**config.mk**
```make
export PLATFORM = sky130hd
export DESIGN_NAME = gcd_job_dispatcher
export DESIGN_NICKNAME = d
export VERILOG_FILES = /design/src/rtl/gcd_pkg.sv /design/src/rtl/gcd_operand_fifo.sv /design/src/rtl/gcd_job_dispatcher.sv
export SDC_FILE = /design/constraint.sdc
export NUM_CORES = 1
export LEC_CHECK = 0
export ABC_CLOCK_PERIOD_IN_PS = 2900
export BUFFER_PORTS_ARGS = -buffer_cell sky130_fd_sc_hd__buf_4
export CORE_UTILIZATION = 45
export CTS_BUF_LIST = sky130_fd_sc_hd__clkbuf_8
export DETAILED_ROUTE_END_ITERATION = 8
export PLACE_DENSITY = 0.66
export SLEW_MARGIN = 20
export SYNTH_ARGS = -nofsm -noshare
export SYNTH_HDL_FRONTEND = slang
export SYNTH_SLANG_ARGS = --single-unit
```
**constraint.sdc**
```tcl
create_clock -name clk_i -period 2.9 [get_ports clk_i]
set_input_delay 0.145 -clock clk_i [delete_from_list [all_inputs] [get_ports clk_i]]
set_output_delay 0.145 -clock clk_i [all_outputs]
set_load 0.05 [all_outputs]
```
**src/rtl/gcd_pkg.sv**
```systemverilog
// gcd_pkg: shared definitions for the GCD job dispatcher slice.
//   GCD_WIDTH    - default operand/result width (must match the GCD core)
//   gcd_state_e  - dispatcher FSM states
//   gcd_bypass() - zero-operand shortcut: returns {hit, a | b}
package gcd_pkg;

    localparam int unsigned GCD_WIDTH = 16;

    typedef enum logic [1:0] {
        ST_IDLE   = 2'd0,
        ST_ISSUE  = 2'd1,
        ST_WAIT   = 2'd2,
        ST_RESULT = 2'd3
    } gcd_state_e;

    typedef struct packed {
        logic                 hit;
        logic [GCD_WIDTH-1:0] value;
    } gcd_bypass_t;

    // gcd(x, 0) = x and gcd(0, 0) = 0, so OR-ing the operands gives the
    // result whenever either of them is zero.
    function automatic gcd_bypass_t gcd_bypass(input logic [GCD_WIDTH-1:0] a,
                                               input logic [GCD_WIDTH-1:0] b);
        gcd_bypass_t r;
        r.hit   = (a == '0) || (b == '0);
        r.value = a | b;
        return r;
    endfunction

endpackage

```
**src/rtl/gcd_operand_fifo.sv**
```systemverilog
// gcd_operand_fifo: synchronous first-word-fall-through FIFO for operand pairs.
//   clk_i, rst_i   - clock, synchronous active-high reset
//   push_i, data_i - write request and data (ignored when full)
//   pop_i          - read request (ignored when empty)
//   head_o         - current head entry, valid whenever empty_o is 0
//   full_o, empty_o- occupancy flags
module gcd_operand_fifo #(
    parameter int unsigned DEPTH = 4,
    parameter int unsigned DW    = 32
) (
    input  logic          clk_i,
    input  logic          rst_i,
    input  logic          push_i,
    input  logic [DW-1:0] data_i,
    input  logic          pop_i,
    output logic [DW-1:0] head_o,
    output logic          full_o,
    output logic          empty_o
);

    localparam int unsigned AW = $clog2(DEPTH);

    // Pointers carry one extra wrap bit: equal pointers mean empty, pointers
    // that differ only in the wrap bit mean full.
    logic [AW:0]   wr_ptr_q, wr_ptr_d;
    logic [AW:0]   rd_ptr_q, rd_ptr_d;
    logic [DW-1:0] mem_q [DEPTH];
    logic          do_push;
    logic          do_pop;

    assign empty_o = (wr_ptr_q == rd_ptr_q);
    assign full_o  = (wr_ptr_q[AW] != rd_ptr_q[AW]) &&
                     (wr_ptr_q[AW-1:0] == rd_ptr_q[AW-1:0]);
    assign do_push = push_i && !full_o;
    assign do_pop  = pop_i && !empty_o;
    assign head_o  = mem_q[rd_ptr_q[AW-1:0]];

    always_comb begin
        wr_ptr_d = wr_ptr_q;
        rd_ptr_d = rd_ptr_q;
        if (do_push) wr_ptr_d = wr_ptr_q + 1'b1;
        if (do_pop)  rd_ptr_d = rd_ptr_q + 1'b1;
    end

    always_ff @(posedge clk_i) begin
        if (rst_i) begin
            wr_ptr_q <= '0;
            rd_ptr_q <= '0;
        end else begin
            wr_ptr_q <= wr_ptr_d;
            rd_ptr_q <= rd_ptr_d;
        end
    end

    // Storage needs no reset: an entry is only read after it was written.
    always_ff @(posedge clk_i) begin
        if (do_push) mem_q[wr_ptr_q[AW-1:0]] <= data_i;
    end

endmodule

```
**src/rtl/gcd_job_dispatcher.sv**
```systemverilog
// gcd_job_dispatcher: front end for the GCD core. Buffers operand pairs,
// issues them to the core one at a time and returns {a, b, gcd}.
//   clk_i, rst_i            - clock, synchronous active-high reset
//   in_valid_i/in_ready_o   - operand pair input (in_a_i, in_b_i)
//   core_begin_o            - one-cycle start pulse to the core
//   core_a_o, core_b_o      - operands to the core, held until the next load
//   core_complete_i         - core Complete (level, may stay high many cycles)
//   core_gcd_i              - core result
//   out_valid_o/out_ready_i - result output (out_a_o, out_b_o, out_gcd_o, out_err_o)
//   out_err_o               - result came from the watchdog; out_gcd_o is 0
//   busy_o                  - a job is in flight or the FIFO holds entries
//   dbg_state_o             - current FSM state
// Handshake rule for both streams: a transfer happens on a rising clock edge
// where valid and ready are both 1; the producer holds its payload stable
// while valid is 1 and ready is 0.
module gcd_job_dispatcher
    import gcd_pkg::*;
#(
    parameter int unsigned WIDTH   = GCD_WIDTH,
    parameter int unsigned DEPTH   = 4,
    parameter int unsigned TIMEOUT = 256
) (
    input  logic             clk_i,
    input  logic             rst_i,
    input  logic             in_valid_i,
    output logic             in_ready_o,
    input  logic [WIDTH-1:0] in_a_i,
    input  logic [WIDTH-1:0] in_b_i,
    output logic             core_begin_o,
    output logic [WIDTH-1:0] core_a_o,
    output logic [WIDTH-1:0] core_b_o,
    input  logic             core_complete_i,
    input  logic [WIDTH-1:0] core_gcd_i,
    output logic             out_valid_o,
    input  logic             out_ready_i,
    output logic [WIDTH-1:0] out_a_o,
    output logic [WIDTH-1:0] out_b_o,
    output logic [WIDTH-1:0] out_gcd_o,
    output logic             out_err_o,
    output logic             busy_o,
    output gcd_state_e       dbg_state_o
);

    localparam int unsigned CW = (TIMEOUT > 1) ? $clog2(TIMEOUT) : 1;
    localparam logic [CW-1:0] CNT_LAST = CW'(TIMEOUT - 1);

    gcd_state_e        state_q, state_d;
    logic [CW-1:0]     cnt_q, cnt_d;
    logic              prev_complete_q;
    logic [WIDTH-1:0]  core_a_q, core_a_d;
    logic [WIDTH-1:0]  core_b_q, core_b_d;
    logic [WIDTH-1:0]  out_a_q, out_a_d;
    logic [WIDTH-1:0]  out_b_q, out_b_d;
    logic [WIDTH-1:0]  out_gcd_q, out_gcd_d;
    logic              out_err_q, out_err_d;

    logic              fifo_full;
    logic              fifo_empty;
    logic              fifo_pop;
    logic [2*WIDTH-1:0] fifo_head;
    logic [WIDTH-1:0]  head_a;
    logic [WIDTH-1:0]  head_b;
    logic              complete_rise;
    gcd_bypass_t       byp;

    // No pass-through: a full FIFO refuses input even if it pops this cycle.
    assign in_ready_o = !fifo_full;

    gcd_operand_fifo #(
        .DEPTH (DEPTH),
        .DW    (2*WIDTH)
    ) u_fifo (
        .clk_i   (clk_i),
        .rst_i   (rst_i),
        .push_i  (in_valid_i),
        .data_i  ({in_a_i, in_b_i}),
        .pop_i   (fifo_pop),
        .head_o  (fifo_head),
        .full_o  (fifo_full),
        .empty_o (fifo_empty)
    );

    assign head_a        = fifo_head[2*WIDTH-1:WIDTH];
    assign head_b        = fifo_head[WIDTH-1:0];
    assign byp           = gcd_bypass(GCD_WIDTH'(head_a), GCD_WIDTH'(head_b));
    // Only a fresh 0->1 transition of Complete counts as a result.
    assign complete_rise = core_complete_i && !prev_complete_q;

    always_comb begin
        state_d   = state_q;
        cnt_d     = cnt_q;
        core_a_d  = core_a_q;
        core_b_d  = core_b_q;
        out_a_d   = out_a_q;
        out_b_d   = out_b_q;
        out_gcd_d = out_gcd_q;
        out_err_d = out_err_q;
        fifo_pop  = 1'b0;

        case (state_q)
            ST_IDLE: begin
                // Waiting for Complete to drop keeps a lingering Complete
                // from the previous job from being taken as this job's result.
                if (!fifo_empty && !core_complete_i) begin
                    fifo_pop = 1'b1;
                    core_a_d = head_a;
                    core_b_d = head_b;
                    out_a_d  = head_a;
                    out_b_d  = head_b;
                    if (byp.hit) begin
                        out_gcd_d = WIDTH'(byp.value);
                        out_err_d = 1'b0;
                        state_d   = ST_RESULT;
                    end else begin
                        state_d = ST_ISSUE;
                    end
                end
            end
            ST_ISSUE: begin
                cnt_d   = '0;
                state_d = ST_WAIT;
            end
            ST_WAIT: begin
                // The rising edge takes priority over the watchdog.
                if (complete_rise) begin
                    out_gcd_d = core_gcd_i;
                    out_err_d = 1'b0;
                    state_d   = ST_RESULT;
                end else if (cnt_q == CNT_LAST) begin
                    out_gcd_d = '0;
                    out_err_d = 1'b1;
                    state_d   = ST_RESULT;
                end else begin
                    cnt_d = cnt_q + 1'b1;
                end
            end
            ST_RESULT: begin
                if (out_ready_i) state_d = ST_IDLE;
            end
            default: state_d = ST_IDLE;
        endcase
    end

    always_ff @(posedge clk_i) begin
        if (rst_i) begin
            state_q         <= ST_IDLE;
            cnt_q           <= '0;
            prev_complete_q <= 1'b0;
            core_a_q        <= '0;
            core_b_q        <= '0;
            out_a_q         <= '0;
            out_b_q         <= '0;
            out_gcd_q       <= '0;
            out_err_q       <= 1'b0;
        end else begin
            state_q         <= state_d;
            cnt_q           <= cnt_d;
            prev_complete_q <= core_complete_i;
            core_a_q        <= core_a_d;
            core_b_q        <= core_b_d;
            out_a_q         <= out_a_d;
            out_b_q         <= out_b_d;
            out_gcd_q       <= out_gcd_d;
            out_err_q       <= out_err_d;
        end
    end

    assign core_begin_o = (state_q == ST_ISSUE);
    assign core_a_o     = core_a_q;
    assign core_b_o     = core_b_q;
    assign out_valid_o  = (state_q == ST_RESULT);
    assign out_a_o      = out_a_q;
    assign out_b_o      = out_b_q;
    assign out_gcd_o    = out_gcd_q;
    assign out_err_o    = out_err_q;
    assign busy_o       = (state_q != ST_IDLE) || !fifo_empty;
    assign dbg_state_o  = state_q;

endmodule

```
==> results.cfg, run 1 <==
[cts]
clock-sinks = 196
post_cts_buffers = 0
ctsRootBufferMaster = clkbuf_8
cts_hold_buf = 42
clkTransAtPathRegs_ns = 0.10
cts.path.max_buffers = 2
clk_latency_ns = 0.46
postCtsResizedCells = 0
htree_levels = 4
numCtsBuffers = 17
cts_tree = yes

[synthesis]
synthCells = 603
synth.top_cell.area_share_pct = 46.51
netlist_top_cells_count = edfxtp_1, nand2_1, dfxtp_1
syn_avg_cell_area_sq_um = 13.71
synth_nets = 667
synth_seq_area_share_pct = 62.98
async_flop_share_pct = 0
syn_area_sq_um = 8264
ys.flop_type = edfxtp_1
synth-warning-count = 0
synth_edf_count = 128
synth-seq-cells = 196
yosysMostFrequentCell = edfxtp_1
synthTopCellsByArea = edfxtp_1, dfxtp_1, mux4_2
synth_cell_type_count = 46
synth_top_cell_by_area = edfxtp_1

[sta]
skew_ns = 0.01268
period_minus_slack_ns = 2.576
hold_viol_final = 0
max_freq_mhz = 388.1
tightestPinTransition_ns = 1.037
fin_tns_setup_ns = 0
drv_slew = 0
setup_viol_count_final = 0
rsz0062_at_grt = false
slew_headroom_pct = 30.88
fin_crit_sh_pct = 88.84
layout_setup_ws_ns = 0.3236

[outcome]
outcome = finished, final reports clean

[detailed_routing]
avgRoutedWirePerCell_um = 19.45
drt_iter0_markers = 450
wl_mm = 19.35
vias = 5478
drtAntennaViolNets = 0
drc = 0
via_per_inst = 5.506
drt_first_pass_iters = 5

[placed_design]
gp_congestion = 0.7865
place_ws_ns = 0.3143
portBuffers = 139
hpwl_mm = 13.12

[worst_hold_path]
min_to = out_gcd_o[7]
whs_path_depth = 3
hp-start = core_gcd_i[7]
hold_path.class = input pin to flip-flop

[global_routing]
grt_max_degree = 36
gr-usage-all-layers_pct = 21.08
grt_pass1_wl_mm = 29.10
grt_pass1_vias = 5297
antenna_found_initial = 0
grt_overflow_total = 0

[layout]
nNetsFinal = 817
multi_input_area_sq_um = 2633
fill_cells = 1500
regArea_sq_um = 5206
diodes = 0
syn2layout_area_growth_pct = 22.89
layout-drive-gt1-share_pct = 32.64

[critical_path]
critPathSlowestCell = mux4_2
max_stage_delay_ns = 0.57
endpoint_kind = flip-flop
path_cells = buf_12, mux4_2, nor4_2, nand4_4, buf_4, a221oi_1, a311oi_1
reg2reg_to = out_gcd_o[5]
cp-start-kind = flip-flop
cp_max_fo = 23
critPathRequiredTime_ns = 3.23
path_class = flip-flop to flip-flop
worstPathArrival_ns = 2.91
rr_worst_depth = 7
reg2reg_slack_ns = 0.32

[floorplanning]
rows = 49
core_area_sq_um = 17960
dieWidth_um = 137.5
die_h_um = 137.5
die-area_sq_um = 18910
ios = 140
initial_core_util_pct = 46.01

[job]
drv_cap = 0

[pwr]
ir_drop_mv = 0.8758
leakage_nw = 3.597
powerDensity_nw_per_um2 = 746.2
==> where the power goes <==
group | switching [W] | leakage (nW) | total (W) | internal [W]
logic | 0.00170 | 1.68 | 0.00252 | 0.000814
clock network | 0.000958 | 0.194 | 0.00176 | 0.000798
registers | 0.000130 | 1.73 | 0.00331 | 0.00318
total | 0.00279 | 3.60 | 0.00758 | 0.00479
==> routing by layer <==
metal	share of wire [%]	routed length (um)	global-route usage, %	vias to the layer above
met3	7.0	1347	3.900	13
met1	43	8276	28.26	2729
met2	49	9557	35.06	213
met5	0	0	0	-
met4	0.86	166	5.800	0
li1	-	-	-	2523
==> stage by stage <==
step	cells	instance area, sq um	power, W	util (%)	hold slack, ns
floorplan	603	8272	0.005198	-	0.2439
global placement	921	9336	0.005800	51.97	0.3464
detailed placement	921	9336	0.005843	51.97	0.3487
CTS	995	10160	0.007623	56.54	0.007717
global route	995	10160	0.007901	56.54	0.01613
finish	995	10160	0.007578	56.54	0.04238
==> worst max-delay path, delay by kind of cell (launching register included) <==
kind / cells / cell delay [ns]
AOI/OAI and AO/OA: 2 / 0.41
buffers and inverters: 2 / 0.46
muxes: 1 / 0.57
and+or+nand+nor: 2 / 0.63
DFF: 1 / 0.36
==> how the worst max path moves through the flow <==
stage | slack (ns) | to
after floorplan | 0.11 | out_gcd_o[6]
after global placement | 0.35 | out_gcd_o[5]
after detailed placement | 0.31 | out_gcd_o[14]
after CTS | 0.31 | out_gcd_o[14]
after global routing | 0.15 | out_gcd_o[3]
final | 0.32 | out_gcd_o[5]
==> kinds of logic after synthesis <==
group / count (synthesis) / synth area share [%]
simple gates: 167 / 9.493
fa+ha+maj: 11 / 1.665
mux: 33 / 8.857
compound gates: 107 / 10.13
flops: 196 / 62.98
xor+xnor: 14 / 1.484
buf+inv: 75 / 5.390
==> layout make-up <==
type / count / area share, %
Multi-Input combinational cell: 332 / 25.92
Clock inverter: 14 / 1.491
Inverter: 12 / 0.4435
Clock buffer: 18 / 2.439
Timing Repair Buffer: 194 / 15.62
Sequential cell: 196 / 51.26
Tap cell: 229 / 2.821
==> cell usage in the layout (no fill, tap or decap), drive strengths merged, types with 3 or more instances in the layout <==
cell / Yosys / routed
a31oi: 3 / 3
ha: 11 / 11
mux4: 32 / 32
nor2: 34 / 34
clkinv: 0 / 3
buf: 43 / 152
a221oi: 16 / 16
clkbuf: 20 / 18
clkinvlp: 0 / 4
edfxtp: 128 / 128
o21ai: 19 / 19
and2: 5 / 5
inv: 12 / 17
dfxtp: 68 / 68
nand4: 4 / 4
a311oi: 17 / 17
dlygate4sd3: 0 / 42
nor4: 8 / 8
o211ai: 3 / 3
nand2: 105 / 105
xor2: 3 / 3
xnor2: 11 / 11
nand3: 4 / 4
a21oi: 36 / 36
a2111oi: 4 / 4
==> registers in the layout, summed over array words and instances (netlist names), named ones only <==
name             count
out_a_o             16
out_b_o             16
u_fifo.rd_ptr_q      3
u_fifo.mem_q       128
cnt_q                8
out_err_o            1
u_fifo.wr_ptr_q      3
out_gcd_o           16
dbg_state_o          2
prev_complete_q      1
Power figures use the tool's default switching activity.
==> run 2, diff against run 1 <==
--- a/config.mk
+++ b/config.mk
@@ -14,4 +14,5 @@
 export SLEW_MARGIN = 20
 export SYNTH_ARGS = -nofsm -noshare
 export SYNTH_HDL_FRONTEND = slang
+export SYNTH_HIERARCHICAL = 1
 export SYNTH_SLANG_ARGS = --single-unit
==> run 2 against run 1 <==
Non-clock buffer count is 3 lower; flip-flop and latch count stayed put; sequential power increased by 9.4%; routed wire length fell by 0.65%; largest power group is now combinational cells; clock power increased by 5%; largest cell class unchanged; core utilization decreased by 0.10 points; first-iteration DRC count decreased by 1.6%.
==> results.cfg, run 2 <==
[critical_path]
cp-start-kind = flip-flop
rr_worst_depth = 7
endpoint_kind = flip-flop
worstPathArrival_ns = 3.09
cp_num_cells = 7
path_class = flip-flop to flip-flop
reg2reg_to = out_gcd_o[10]
crit_end = out_gcd_o[10]
cp_num_buf_inv = 1
reg2reg_slack_ns = 0.17
cp_max_fo = 16
crit_family = compound AO/OA/AOI/OAI gates
path_cells = buf_4, mux4_2, nor4_1, nand4_1, a21oi_2, o21bai_4, a221oi_1
critPathSlowestCell = mux4_2
max_stage_delay_ns = 0.58
critPathRequiredTime_ns = 3.26

[detailed_routing]
vias = 5472
via_per_inst = 5.533
drtAntennaViolNets = 0
drt_first_pass_iters = 5
wl_mm = 19.22
drc = 0
avgRoutedWirePerCell_um = 19.44
drt_iter0_markers = 443

[sta]
hold_viol_final = 0
slew_headroom_pct = 46.12
setup_viol_count_final = 0
period_minus_slack_ns = 2.731
fin_crit_sh_pct = 94.17
tightestPinTransition_ns = 0.8082
rsz0062_at_grt = false
drv_slew = 0
max_freq_mhz = 366.2
skew_ns = 0.01110
fin_tns_setup_ns = 0

[cts]
clkTransAtPathRegs_ns = 0.10
clk_latency_ns = 0.46
numCtsBuffers = 17
htree_levels = 4
cts.path.max_buffers = 2
clock-sinks = 196
ctsRootBufferMaster = clkbuf_8
cts_tree = yes

[layout]
diodes = 0
layout_common_cells = buf_4, edfxtp_1, nand2_1
largest_register_ffs = 128
nNetsFinal = 811
final_common_cell = buf_4
final_area_sq_um = 10100
syn2layout_area_growth_pct = 23.00
layout-drive-gt1-share_pct = 34.08

[synthesis]
netlist_top_cells_count = edfxtp_1, nand2_1, dfxtp_1
synth_edf_count = 128
synth_seq_area_share_pct = 63.37
synth.top_cell.area_share_pct = 46.79
synth_compound_area_share_pct = 9.916
synth_cell_type_count = 53
synth_nets = 665
synthCells = 601
yosys.area_share.simple_pct = 9.276
synthMuxAreaShare_pct = 8.896
synth_top_cell_by_area = edfxtp_1
synth-warning-count = 6
syn_avg_cell_area_sq_um = 13.67
syn_area_sq_um = 8214
ys.flop_type = edfxtp_1
synth_fa_ha_area_share_pct = 1.676
synthTopCellsByArea = edfxtp_1, dfxtp_1, mux4_2
synth-seq-cells = 196
synthXorXnorAreaFrac_pct = 0.6398
synth_top_family_by_area = compound AO/OA/AOI/OAI gates
async_flop_share_pct = 0
yosysMostFrequentCell = edfxtp_1

[global_routing]
antenna_found_initial = 1
grt_overflow_total = 0
grt_max_degree = 72
grt_pass1_wl_mm = 29.06
gr-usage-all-layers_pct = 21.35
grt_pass1_vias = 5332

[placed_design]
dpl_cell_area_sq_um = 9330
hpwl_mm = 13.42
gp_congestion = 0.8156
portBuffers = 139

[outcome]
outcome = finished, final reports clean

[floorplanning]
initial_core_util_pct = 45.88
die-area_sq_um = 18800
die_h_um = 137.1
rows = 49
dieWidth_um = 137.1
ios = 140
core_area_sq_um = 17900

[worst_hold_path]
hold_path.class = input pin to flip-flop
hp-start = in_valid_i

[pwr]
power_w = 0.009109
ir_drop_mv = 0.5159
powerDensity_nw_per_um2 = 901.6
leakage_nw = 3.578

[job]
drv_cap = 0
-- run 2: changes by cell type in the layout (fill, tap and decap cells not counted), moves of 4 or more --
cell	change
or2_2	+16
inv_1	+14
inv_8	+4
xnor2_1	-8
buf_4	+5
nand2_1	-29
a221oi_1	+15
o21ai_0	-6
nor3b_1	+4
dlygate4sd3_1	-9
a2111oi_0	-4
a311oi_2	-10
nor2_1	-13
-- run 2: cell families (layout without fill, tap and decap cells) --
family          after synthesis  after routing
buf+inv                      91            250
compound gates              108            108
mux                          33             33
xor+xnor                      6              6
fa+ha+maj                    11             11
flops                       196            196
simple gates                156            156
-- run 2: metrics by stage --
stage | worst slack (ns) | util (%) | hold slack (ns) | std cells
after floorplan | 0.3931 | - | 0.2439 | 601
after global placement | 0.1280 | 52.12 | 0.3440 | 924
after detailed placement | 0.08514 | 52.12 | 0.3497 | 924
after CTS | 0.06057 | 56.36 | 0.01925 | 989
after global routing | 0.005632 | 56.44 | 0.06753 | 989
final | 0.1690 | 56.44 | 0.05722 | 989
-- run 2: worst min-delay path by stage --
stage,to,slack [ns],cells past startpoint
finish,u_fifo/wr_ptr_q[1],0.06,3
global route,u_fifo/wr_ptr_q[1],0.07,3
CTS,u_fifo/wr_ptr_q[1],0.02,3
detailed placement,u_fifo/mem_q[0][28],0.35,1
global placement,u_fifo/mem_q[3][12],0.34,1
floorplan,u_fifo/mem_q[0][0],0.24,0
-- run 2: area by class of cell --
cell class | instances | area (sq um)
well taps | 229 | 286.5
repair buffers | 191 | 1554
inverters | 27 | 101.3
clock inverters | 15 | 195.2
clock buffers | 17 | 234.0
flip-flops and latches | 196 | 5206
fillers | 1482 | 7799
multi-input cells | 314 | 2526
-- run 2: worst reg2reg max path: cells and delay by family, from the launching register on --
family	cells	cell delay [ns]
AO/OA/AOI/OAI	3	0.84
multiplexers	1	0.59
flip-flops	1	0.37
AND/OR/NAND/NOR	2	0.58
buffers and inverters	1	0.27
-- run 2: timing repair --
action / in CTS / in global routing
resized for setup: 0 / 2
endpoints found under the setup margin: 0 / 16
hold buffers: 33 / 0
hold endpoints to repair: 129 / 0
setup buffers: 0 / 0
-- run 2: routing by layer --
layer / vias up / track usage [%] / wire length (um)
met5: - / 0 / 24
met4: 2 / 8.059 / 391
met3: 27 / 4.630 / 1420
met2: 235 / 34.46 / 9391
met1: 2692 / 28.22 / 7995
li1: 2516 / - / -
-- run 2: where the power goes --
group          switching [W]  total, W  internal, W
Clock               0.000977   0.00185     0.000876
Sequential          0.000207   0.00362      0.00341
Combinational        0.00243   0.00364      0.00121
